**config.mk**
```make
export PLATFORM = sky130hd
export DESIGN_NAME = basket_ledger_ctrl_flat
export DESIGN_NICKNAME = d
export VERILOG_FILES = /design/src/rtl/basket_ledger_ctrl_if.sv /design/src/rtl/basket_ledger_ctrl.sv /design/src/flat_wrapper.sv
export SDC_FILE = /design/constraint.sdc
export NUM_CORES = 1
export LEC_CHECK = 0
export CORE_MARGIN = 3
export CORE_UTILIZATION = 45
export CTS_BUF_LIST = sky130_fd_sc_hd__clkbuf_4 sky130_fd_sc_hd__clkbuf_8
export DETAILED_ROUTE_END_ITERATION = 8
export GPL_TIMING_DRIVEN = 0
export MAX_ROUTING_LAYER = met4
export SYNTH_ARGS = -nofsm -noshare
export SYNTH_HDL_FRONTEND = slang
export SYNTH_SLANG_ARGS = --single-unit
export TNS_END_PERCENT = 100
```
**constraint.sdc**
```tcl
create_clock -name CLOCK_50 -period 9.6 [get_ports CLOCK_50]
set_clock_uncertainty 0.2 [all_clocks]
set_input_delay 0.96 -clock CLOCK_50 [delete_from_list [all_inputs] [get_ports CLOCK_50]]
set_output_delay 0.96 -clock CLOCK_50 [all_outputs]
set_load 0.03 [all_outputs]
```
**src/rtl/basket_ledger_ctrl_if.sv**
```systemverilog
// Command, price-ROM and display-read signals between the basket controller
// and its neighbours. The controller uses the slave modport.
interface basket_ledger_ctrl_if #(
  parameter int ID_W    = 4,
  parameter int QTY_W   = 4,
  parameter int PRICE_W = 8,
  parameter int TOTAL_W = 16
);
  logic               ENABLE;
  logic [ID_W-1:0]    ProductID;
  logic [QTY_W-1:0]   Quantity;
  logic               CLEAR;
  logic [ID_W-1:0]    Price_addr;
  logic [PRICE_W-1:0] Price_in;
  logic [2:0]         Rd_idx;
  logic [ID_W-1:0]    Rd_ID;
  logic [QTY_W-1:0]   Rd_Qty;
  logic               BUSY;
  logic               ACK;
  logic               ERR;
  logic               FULL;
  logic [3:0]         ItemCount;
  logic [TOTAL_W-1:0] TotalPrice;
  logic               OVF;

  modport master (
    output ENABLE, ProductID, Quantity, CLEAR, Price_in, Rd_idx,
    input  Price_addr, Rd_ID, Rd_Qty, BUSY, ACK, ERR, FULL, ItemCount, TotalPrice, OVF
  );

  modport slave (
    input  ENABLE, ProductID, Quantity, CLEAR, Price_in, Rd_idx,
    output Price_addr, Rd_ID, Rd_Qty, BUSY, ACK, ERR, FULL, ItemCount, TotalPrice, OVF
  );
endinterface

```
**src/rtl/basket_ledger_ctrl.sv**
```systemverilog
// Basket ledger: compacted (ID, qty) table with add/update/remove commands and
// a saturating total recomputed through a 1-cycle-latency price ROM.
module basket_ledger_ctrl #(
  parameter int MAX_ITEMS    = 8,
  parameter int NUM_PRODUCTS = 12,
  parameter int ID_W         = 4,
  parameter int QTY_W        = 4,
  parameter int PRICE_W      = 8,
  parameter int TOTAL_W      = 16
) (
  input logic               CLOCK_50,
  input logic               RESET_N,
  basket_ledger_ctrl_if.slave bus
);

  localparam int IDX_W  = $clog2(MAX_ITEMS);
  localparam int PROD_W = PRICE_W + QTY_W;
  localparam int SUM_W  = TOTAL_W + PROD_W + 1;
  localparam logic [3:0]       MAX_CNT = 4'(MAX_ITEMS);
  localparam logic [SUM_W-1:0] SAT     = {{(PROD_W + 1){1'b0}}, {TOTAL_W{1'b1}}};

  typedef enum logic [2:0] {
    S_IDLE,
    S_SEARCH,
    S_UPDATE,
    S_RECALC_ADDR,
    S_RECALC_ACC,
    S_DONE
  } state_t;

  state_t             state;
  logic [ID_W-1:0]    ids  [MAX_ITEMS];
  logic [QTY_W-1:0]   qtys [MAX_ITEMS];
  logic [3:0]         count;
  logic [3:0]         idx;
  logic [3:0]         ri;
  logic               hit;
  logic [ID_W-1:0]    cmd_id;
  logic [QTY_W-1:0]   cmd_qty;
  logic [TOTAL_W:0]   acc;
  logic [TOTAL_W-1:0] total;
  logic               ovf;
  logic               busy;
  logic               ack;
  logic               err;
  logic [ID_W-1:0]    addr_hold;

  logic [IDX_W-1:0]   idx_s;
  logic [IDX_W-1:0]   ri_s;
  logic [IDX_W-1:0]   cnt_s;
  logic [IDX_W-1:0]   rd_s;
  logic               rd_ok;
  logic [PROD_W-1:0]  prod;
  logic [SUM_W-1:0]   sum;

  assign idx_s = idx[IDX_W-1:0];
  assign ri_s  = ri[IDX_W-1:0];
  assign cnt_s = count[IDX_W-1:0];
  assign rd_s  = IDX_W'(bus.Rd_idx);
  assign rd_ok = {1'b0, bus.Rd_idx} < count;

  assign prod = PROD_W'(bus.Price_in) * PROD_W'(qtys[ri_s]);
  assign sum  = SUM_W'(acc) + SUM_W'(prod);

  // Address is presented combinationally in RECALC_ADDR so ROM data lands in RECALC_ACC.
  assign bus.Price_addr = (state == S_RECALC_ADDR && ri != count) ? ids[ri_s] : addr_hold;

  assign bus.Rd_ID      = rd_ok ? ids[rd_s]  : '0;
  assign bus.Rd_Qty     = rd_ok ? qtys[rd_s] : '0;
  assign bus.BUSY       = busy;
  assign bus.ACK        = ack;
  assign bus.ERR        = err;
  assign bus.FULL       = (count == MAX_CNT);
  assign bus.ItemCount  = count;
  assign bus.TotalPrice = total;
  assign bus.OVF        = ovf;

  always_ff @(posedge CLOCK_50) begin
    if (!RESET_N) begin
      state     <= S_IDLE;
      count     <= '0;
      idx       <= '0;
      ri        <= '0;
      hit       <= 1'b0;
      cmd_id    <= '0;
      cmd_qty   <= '0;
      acc       <= '0;
      total     <= '0;
      ovf       <= 1'b0;
      busy      <= 1'b0;
      ack       <= 1'b0;
      err       <= 1'b0;
      addr_hold <= '0;
      for (int unsigned j = 0; j < MAX_ITEMS; j++) begin
        ids[j]  <= '0;
        qtys[j] <= '0;
      end
    end else begin
      ack <= 1'b0;
      err <= 1'b0;
      case (state)
        S_IDLE: begin
          if (bus.CLEAR) begin
            count <= '0;
            total <= '0;
            ovf   <= 1'b0;
            busy  <= 1'b1;
            ack   <= 1'b1;
            state <= S_DONE;
          end else if (bus.ENABLE) begin
            cmd_id  <= bus.ProductID;
            cmd_qty <= bus.Quantity;
            idx     <= '0;
            busy    <= 1'b1;
            state   <= S_SEARCH;
          end
        end

        S_SEARCH: begin
          if (idx == count) begin
            hit   <= 1'b0;
            state <= S_UPDATE;
          end else if (ids[idx_s] == cmd_id) begin
            hit   <= 1'b1;
            state <= S_UPDATE;
          end else begin
            idx <= idx + 4'd1;
          end
        end

        S_UPDATE: begin
          acc   <= '0;
          ri    <= '0;
          state <= S_RECALC_ADDR;
          if (32'(cmd_id) >= NUM_PRODUCTS) begin
            ack   <= 1'b1;
            err   <= 1'b1;
            state <= S_DONE;
          end else if (hit && cmd_qty != '0) begin
            qtys[idx_s] <= cmd_qty;
          end else if (hit) begin
            // Removal compacts the table in one cycle, preserving entry order.
            for (int unsigned j = 0; j < MAX_ITEMS - 1; j++) begin
              if (j >= 32'(idx)) begin
                ids[IDX_W'(j)]  <= ids[IDX_W'(j + 1)];
                qtys[IDX_W'(j)] <= qtys[IDX_W'(j + 1)];
              end
            end
            count <= count - 4'd1;
          end else if (cmd_qty != '0 && count != MAX_CNT) begin
            ids[cnt_s]  <= cmd_id;
            qtys[cnt_s] <= cmd_qty;
            count       <= count + 4'd1;
          end else if (cmd_qty != '0) begin
            ack   <= 1'b1;
            err   <= 1'b1;
            state <= S_DONE;
          end
        end

        S_RECALC_ADDR: begin
          if (ri == count) begin
            total <= acc[TOTAL_W-1:0];
            ack   <= 1'b1;
            state <= S_DONE;
          end else begin
            addr_hold <= ids[ri_s];
            state     <= S_RECALC_ACC;
          end
        end

        S_RECALC_ACC: begin
          if (sum > SAT) begin
            acc <= SAT[TOTAL_W:0];
            ovf <= 1'b1;
          end else begin
            acc <= sum[TOTAL_W:0];
          end
          ri    <= ri + 4'd1;
          state <= S_RECALC_ADDR;
        end

        S_DONE: begin
          busy  <= 1'b0;
          state <= S_IDLE;
        end

        default: begin
          busy  <= 1'b0;
          state <= S_IDLE;
        end
      endcase
    end
  end

endmodule
```
**src/flat_wrapper.sv**
```systemverilog
// flat-port wrapper written by rule: the top's interface ports become plain ports
module basket_ledger_ctrl_flat 
#(
  parameter int MAX_ITEMS    = 8,
  parameter int NUM_PRODUCTS = 12,
  parameter int ID_W         = 4,
  parameter int QTY_W        = 4,
  parameter int PRICE_W      = 8,
  parameter int TOTAL_W      = 16
)
  (CLOCK_50, RESET_N, bus_ENABLE, bus_ProductID, bus_Quantity, bus_CLEAR, bus_Price_in, bus_Rd_idx, bus_Price_addr, bus_Rd_ID, bus_Rd_Qty, bus_BUSY, bus_ACK, bus_ERR, bus_FULL, bus_ItemCount, bus_TotalPrice, bus_OVF);
  basket_ledger_ctrl_if #(.ID_W(ID_W), .QTY_W(QTY_W), .PRICE_W(PRICE_W), .TOTAL_W(TOTAL_W)) bus_i ();
  input logic CLOCK_50;
  input logic RESET_N;
  input wire logic [$bits(bus_i.ENABLE)-1:0] bus_ENABLE;
  input wire logic [$bits(bus_i.ProductID)-1:0] bus_ProductID;
  input wire logic [$bits(bus_i.Quantity)-1:0] bus_Quantity;
  input wire logic [$bits(bus_i.CLEAR)-1:0] bus_CLEAR;
  input wire logic [$bits(bus_i.Price_in)-1:0] bus_Price_in;
  input wire logic [$bits(bus_i.Rd_idx)-1:0] bus_Rd_idx;
  output wire logic [$bits(bus_i.Price_addr)-1:0] bus_Price_addr;
  output wire logic [$bits(bus_i.Rd_ID)-1:0] bus_Rd_ID;
  output wire logic [$bits(bus_i.Rd_Qty)-1:0] bus_Rd_Qty;
  output wire logic [$bits(bus_i.BUSY)-1:0] bus_BUSY;
  output wire logic [$bits(bus_i.ACK)-1:0] bus_ACK;
  output wire logic [$bits(bus_i.ERR)-1:0] bus_ERR;
  output wire logic [$bits(bus_i.FULL)-1:0] bus_FULL;
  output wire logic [$bits(bus_i.ItemCount)-1:0] bus_ItemCount;
  output wire logic [$bits(bus_i.TotalPrice)-1:0] bus_TotalPrice;
  output wire logic [$bits(bus_i.OVF)-1:0] bus_OVF;
  assign bus_i.ENABLE = bus_ENABLE;
  assign bus_i.ProductID = bus_ProductID;
  assign bus_i.Quantity = bus_Quantity;
  assign bus_i.CLEAR = bus_CLEAR;
  assign bus_i.Price_in = bus_Price_in;
  assign bus_i.Rd_idx = bus_Rd_idx;
  assign bus_Price_addr = bus_i.Price_addr;
  assign bus_Rd_ID = bus_i.Rd_ID;
  assign bus_Rd_Qty = bus_i.Rd_Qty;
  assign bus_BUSY = bus_i.BUSY;
  assign bus_ACK = bus_i.ACK;
  assign bus_ERR = bus_i.ERR;
  assign bus_FULL = bus_i.FULL;
  assign bus_ItemCount = bus_i.ItemCount;
  assign bus_TotalPrice = bus_i.TotalPrice;
  assign bus_OVF = bus_i.OVF;
  basket_ledger_ctrl #(.MAX_ITEMS(MAX_ITEMS), .NUM_PRODUCTS(NUM_PRODUCTS), .ID_W(ID_W), .QTY_W(QTY_W), .PRICE_W(PRICE_W), .TOTAL_W(TOTAL_W)) u_core (.CLOCK_50(CLOCK_50), .RESET_N(RESET_N), .bus(bus_i));
endmodule
```
==> results of run 1 <==
==> layer usage <==
metal,up-vias,GRT usage [%],part of all wire [%]
met3,29,6.39,7.3
met5,-,-,0
met1,3430,36.0,50
li1,3401,-,-
met2,266,32.3,42
met4,0,4.75,1.4
==> final timing paths <==
path                                                  to  slack, ns                                   start
setup / recovery              u_core.acc[7]$_SDFFE_PN0N_       2.81                               flip-flop
hold / removal    u_core.bus.TotalPrice[10]$_SDFFE_PN0P_       0.26  u_core.bus.TotalPrice[10]$_SDFFE_PN0P_
setup reg to reg              u_core.acc[7]$_SDFFE_PN0N_       2.81                               flip-flop
hold reg to reg   u_core.bus.TotalPrice[10]$_SDFFE_PN0P_       0.26  u_core.bus.TotalPrice[10]$_SDFFE_PN0P_
==> power groups by stage <==
stage	registers (µW)	logic [µW]	clock network [µW]
CTS	642	410	497
global route	646	458	521
detailed placement	655	406	0
finish	643	411	491
global placement	655	404	0
floorplan	652	294	0
==> sequential cells by signal, indices dropped and copies added, names as in the netlist, named ones only <==
name,cells
u_core.state,3
u_core.bus.ERR,1
u_core.cmd_qty,4
u_core.ids,32
u_core.acc,17
u_core.bus.TotalPrice,16
u_core.bus.BUSY,1
u_core.bus.ACK,1
u_core.bus.OVF,1
u_core.hit,1
u_core.ri,4
u_core.cmd_id,4
u_core.addr_hold,4
u_core.idx,4
u_core.bus.ItemCount,4
u_core.qtys,32
==> stage by stage <==
step | std cells | hold WS (ns) | setup WS, ns | utilization (%)
2_1_floorplan | 891 | 0.242 | 3.92 | -
3_3_place_gp | 1209 | 0.242 | 2.88 | 51.3
3_5_place_dp | 1209 | 0.246 | 2.82 | 51.3
4_1_cts | 1241 | 0.265 | 2.79 | 53.4
5_1_grt | 1241 | 0.282 | 2.38 | 53.4
6_report | 1242 | 0.260 | 2.81 | 53.4
==> worst max-delay path, cell delays in order (launching register included) <==
cell      delay (ns)
dfxtp_1         0.31
clkbuf_1        0.40
clkbuf_1        0.63
mux4_2          0.44
mux2i_1         0.58
nand2b_1        0.22
fa_1            0.46
fa_1            0.53
fa_1            0.52
inv_1           0.04
ha_1            0.32
nor2b_1         0.14
o21ai_0         0.21
a21oi_1         0.14
o22a_1          0.31
a311o_1         0.40
mux2i_1         0.35
buf_2           0.32
a311oi_1        0.11
==> cell usage in the layout (no fill, tap or decap), types with 28 or more instances in the layout <==
cell             Yosys  final
nor2b_1             35     35
clkdlybuf4s50_1      0     58
dfxtp_1             79     79
inv_1               63     63
nor2_1              65     65
a22o_1              48     48
o21ai_0             28     28
nand2_1             80     80
ha_1                30     30
a21oi_1             53     53
mux2i_1             39     39
clkbuf_1            34     34
mux4_2              36     36
edfxtp_1            56     56
==> cell families after synthesis <==
| group | count (synthesis) | share of synthesized area, % |
|---|---|---|
| buffers and inverters | 120 | 5.64 |
| AOI/OAI and AO/OA | 192 | 15.1 |
| adders and majority gates | 52 | 9.18 |
| muxes | 83 | 14.9 |
| and+or+nand+nor | 284 | 16.1 |
| DFF | 135 | 36.7 |
| xor gates and xnor gates | 25 | 2.46 |
==> final cells by class <==
type / count / share of cell area (%)
inverters: 63 / 2.32
repair buffers: 58 / 5.70
plain buffers: 57 / 2.60
well taps: 260 / 3.19
flip-flops and latches: 135 / 32.0
clock buffers: 19 / 2.50
diodes: 1 / 0.0245
multi-input cells: 636 / 50.3
clock inverters: 13 / 1.37
==> run summary, run 1 <==
Total CTS buffers -> 17
Most common cell in the netlist -> nand2_1
Post-Syn Area -> 0.00889 mm²
Number of synthesized flops with an enable pin -> 56
Int Power -> 1020 µW
Die height -> 147 µm
Synth top area share -> 18.9%
TritonRoute pass-1 iters -> 5
I/O Buffers -> 58
Worst Hold Class -> flip-flop to flip-flop
# IOs -> 60
DPL Wire Length -> 18,900 µm
Final hold violation count -> 0
Nets -> 1,043
Mean Syn Cell Area -> 9.98 µm²
Seq cells post-synth -> 135
DIE AREA -> 0.0215 mm²
Core Region -> 0.0191 mm²
Multi-input gate area -> 0.00512 mm²
Cell taking the most area after synthesis -> edfxtp_1
Initial antenna violation count -> 0
First-pass GRT wire length -> 39,000 µm
Routed WL -> 24,700 µm
Setup TNS Final -> 0 ns
Antenna viol nets, final -> 0
Clock share of power -> 31.8%
CTS H-tree lvls -> 4
Async SR Flop Fraction -> 0%
RSZ-0062 raised after global routing -> false
Sw Share -> 33.7%
Period utilization -> 70.8%
Layout cells sized above 1 -> 10.7%
Reg clk slew, reported paths -> 0.09 ns
Switching power -> 520 µW
Core Rows -> 50
Hold Path Stages -> 2
Fin. max-slew vios -> 0
Max-cap violation count -> 0
Ys Warns -> 0
Placed inst area -> 0.00980 mm²
Count of cell types in the netlist -> 67
Sequential Power Share -> 41.6%
Crit Path Class -> flip-flop to flip-flop
Tmin final -> 6.79 ns
Max Root-Sink Buffers -> 2
Vias in the first global route -> 6,797
Setup repair bufs after CTS -> 0
Reg area -> 0.00326 mm²
Sequential area share after synthesis -> 36.7%
Power per Cell Area -> 152 mW/mm²
Gate power share -> 26.6%
VDD IR max -> 102 µV
Pin count of the biggest net entering global routing -> 17
Area Growth Syn to Fin -> 14.7%
Fmax achieved -> 147 MHz
Synth Instances -> 891
Initial Utilization -> 46.6%
Startpoint types -> flip-flop
Mapped Nets -> 966
Commonest cells post-synth -> nand2_1 (80), dfxtp_1 (79), nor2_1 (65), inv_1 (63), edfxtp_1 (56)
GRT overflow -> 0
Later-pin clock latency in the skew report -> 0.46 ns
Final Total Pwr -> 1540 µW
CTS tree -> done
CP endpoint kind -> flip-flop
Fin area -> 0.0102 mm²
# fillers -> 1,805
Gpl congestion -> 0.945
Ys flop type -> dfxtp_1
DIE WIDTH -> 147 µm
Arr. time, crit path -> 6.90 ns
DR vias/cell -> 5.74
Routed wire per std cell -> 19.9 µm
Synth top area cells -> edfxtp_1 (19%), dfxtp_1 (18%), mux4_2 (9.1%)
Slew @ Worst Pin -> 0.939 ns
Vias -> 7,126
Post-CTS sizing -> 0
Critical path peak fanout -> 10
GRT Total Usage -> 23.9%
Status -> finished, final reports clean
Worst Path Required -> 9.71 ns
Final setup viols -> 0
Root buffer cell -> clkbuf_8
Hold-fix buffers at CTS -> 0
Slew headroom -> 36.6%
Post-route DRC -> 0
LEAKAGE -> 0.00385 µW
R2R cell count -> 18
Clk sinks -> 135
Iteration-0 DRC Markers -> 610
No activity file was read; power rests on OpenSTA's default activity.
==> run 2: changes to the inputs <==
--- a/config.mk
+++ b/config.mk
@@ -11,6 +11,7 @@
 export DETAILED_ROUTE_END_ITERATION = 8
 export GPL_TIMING_DRIVEN = 0
 export MAX_ROUTING_LAYER = met4
+export PLACE_DENSITY = 0.66
 export SYNTH_ARGS = -nofsm -noshare
 export SYNTH_HDL_FRONTEND = slang
 export SYNTH_SLANG_ARGS = --single-unit
==> constraint.sdc (replaced) <==
create_clock -name CLOCK_50 -period 5.7 [get_ports CLOCK_50]
set_clock_uncertainty 0.2 [all_clocks]
set_input_delay 0.57 -clock CLOCK_50 [delete_from_list [all_inputs] [get_ports CLOCK_50]]
set_output_delay 0.57 -clock CLOCK_50 [all_outputs]
set_load 0.03 [all_outputs]
==> run summary, run 2 (same netlist as run 1, synthesis figures left out) <==
CP endpoint kind -> flip-flop (unchanged)
CTS H-tree lvls -> 4 (unchanged)
# IOs -> 60 (unchanged)
Fin. max-slew vios -> 0 (unchanged)
Reg clk slew, reported paths -> 0.09 ns (about the same)
Worst Hold Class -> flip-flop to flip-flop (unchanged)
Area Growth Syn to Fin -> 17.3% (was 14.7%)
Worst Path Required -> 5.85 ns (was 9.71 ns)
Reg area -> 0.00326 mm² (about the same)
Max Root-Sink Buffers -> 2 (unchanged)
LEAKAGE -> 0.00392 µW (was 0.00385 µW)
Most frequent cells in the layout -> nand2_1 (80), dfxtp_1 (78), nor2_1 (65) (was nand2_1 (80), dfxtp_1 (79), nor2_1 (65))
Arr. time, crit path -> 5.67 ns (was 6.90 ns)
Tmin final -> 5.52 ns (was 6.79 ns)
Multi-input gate area -> 0.00521 mm² (was 0.00512 mm²)
Critical path peak fanout -> 10 (unchanged)
Root buffer cell -> clkbuf_8 (unchanged)
Pin count of the biggest net entering global routing -> 17 (unchanged)
Later-pin clock latency in the skew report -> 0.46 ns (about the same)
Total CTS buffers -> 17 (unchanged)
Diodes inserted -> 0 (was 1)
Vias -> 7,214 (was 7,126)
Final worst slack -> 0.181 ns (was 2.81 ns)
Period utilization -> 96.8% (was 70.8%)
Initial Utilization -> 46.6% (unchanged)
Switching power -> 865 µW (was 520 µW)
Gpl congestion -> 0.973 (was 0.945)
DIE WIDTH -> 147 µm (unchanged)
First-pass GRT wire length -> 38,800 µm (was 39,000 µm)
Slew @ Worst Pin -> 0.846 ns (was 0.939 ns)
DPL Wire Length -> 18,300 µm (was 18,900 µm)
Most common cell after layout, fill and taps aside -> nand2_1 (unchanged)
Crit Path Class -> flip-flop to flip-flop (unchanged)
Vias in the first global route -> 7,070 (was 6,797)
Sw Share -> 31.8% (was 33.7%)
Slew headroom -> 43.4% (was 36.6%)
Sequential Power Share -> 39.9% (was 41.6%)
CTS tree -> done (unchanged)
Antenna viol nets, final -> 0 (unchanged)
Power per Cell Area -> 261 mW/mm² (was 152 mW/mm²)
Final Total Pwr -> 2720 µW (was 1540 µW)
VDD IR max -> 169 µV (was 102 µV)
TritonRoute pass-1 iters -> 5 (unchanged)
DR vias/cell -> 5.78 (was 5.74)
Post-route DRC -> 0 (unchanged)
Status -> finished, final reports clean (unchanged)
RSZ-0062 raised after global routing -> false (unchanged)
Clk sinks -> 135 (unchanged)
Setup TNS Final -> 0 ns (unchanged)
Final setup viols -> 0 (unchanged)
# fillers -> 1,687 (was 1,805)
Final hold violation count -> 0 (unchanged)
GRT overflow -> 0 (unchanged)
Routed WL -> 24,300 µm (was 24,700 µm)
Top Registers -> u_core.ids x32, u_core.qtys x32, u_core.acc x17 (unchanged)
GRT Total Usage -> 23.4% (was 23.9%)
Die height -> 147 µm (unchanged)
DIE AREA -> 0.0215 mm² (unchanged)
Fmax achieved -> 181 MHz (was 147 MHz)
Nets -> 1,051 (was 1,043)
Max-cap violation count -> 0 (unchanged)
Clock share of power -> 33.9% (was 31.8%)
Int Power -> 1850 µW (was 1020 µW)
Layout cells sized above 1 -> 12.5% (was 10.7%)
Core Region -> 0.0191 mm² (unchanged)
I/O Buffers -> 58 (unchanged)
Iteration-0 DRC Markers -> 625 (was 610)
Startpoint types -> flip-flop (unchanged)
Routed wire per std cell -> 19.5 µm (was 19.9 µm)
Core Rows -> 50 (unchanged)
Initial antenna violation count -> 1 (was 0)
Gate power share -> 26.2% (was 26.6%)
Pre-CTS setup slack -> -1.04 ns (was 2.82 ns)
-- run 2: changes by cell type in the layout (fill, tap and decap cells not counted), sizes merged --
cell    previous run  this run
diode              1         0
clkbuf            53        51
buf               23        32
clkinv             2         7
inv               71        64
bufinv             2         5
-- run 2: per-stage QoR --
step	std cells	hold slack (ns)	util (%)	area, µm²
2_1_floorplan	891	0.242	-	8890
3_3_place_gp	1209	0.242	51.3	9800
3_5_place_dp	1209	0.249	51.3	9800
4_1_cts	1245	0.262	54.4	10400
5_1_grt	1249	0.283	54.7	10400
6_report	1249	0.259	54.7	10400
-- run 2: path summary, 6_finish.rpt --
path | slack, ns | start | cells past startpoint | endpoint
worst max-delay path | 0.18 | flip-flop | 18 | u_core.acc[9]$_SDFFE_PN0N_
worst min-delay path | 0.26 | u_core.bus.TotalPrice[8]$_SDFFE_PN0P_ | 2 | u_core.bus.TotalPrice[8]$_SDFFE_PN0P_
worst max register to register | 0.18 | flip-flop | 18 | u_core.acc[9]$_SDFFE_PN0N_
worst min register to register | 0.26 | u_core.bus.TotalPrice[8]$_SDFFE_PN0P_ | 2 | u_core.bus.TotalPrice[8]$_SDFFE_PN0P_
-- run 2: final cells by class --
| type | instances | area share, % |
|---|---|---|
| Clock buffer | 18 | 2.32 |
| Tap cell | 260 | 3.12 |
| Multi-Input combinational cell | 636 | 50.0 |
| Buffer | 56 | 2.82 |
| Sequential cell | 135 | 31.3 |
| Inverter | 63 | 2.27 |
| Clock inverter | 14 | 1.97 |
| Timing Repair Buffer | 67 | 6.21 |
-- run 2: repair_timing --
item                       CTS  global route
setup buffers                5             4
gates resized for setup     22             7
pin swaps                    0             3
setup endpoints to repair   17            17
hold buffers                 0             0
-- run 2: power groups by stage --
stage,clock [µW],sequential [µW],combinational [µW]
final,922,1080,712
after detailed placement,0,1100,681
after global placement,0,1100,674
after floorplan,0,1100,496
after CTS,923,1080,703
after global routing,962,1090,796
-- run 2: per-layer routing --
layer  wire, µm  global-route usage, %  vias to the layer above
li1           -                      -                     3394
met1      11600                   34.2                     3481
met2      10400                   32.8                      314
met3       2020                   5.74                       25
met4        282                   5.32                        0
met5          0                      -                        -
-- run 2: worst max-delay path: stages, from the launching register on --
cell,delay (ns)
dfxtp_2,0.45
clkbuf_4,0.31
mux4_2,0.38
mux2i_4,0.28
nor2b_2,0.09
fa_1,0.53
fa_1,0.55
inv_1,0.05
fa_1,0.51
inv_1,0.05
ha_1,0.32
o21a_1,0.18
o21ai_0,0.15
nand2b_1,0.13
and3_4,0.23
o311a_4,0.38
mux2i_4,0.21
buf_6,0.17
a211oi_1,0.21
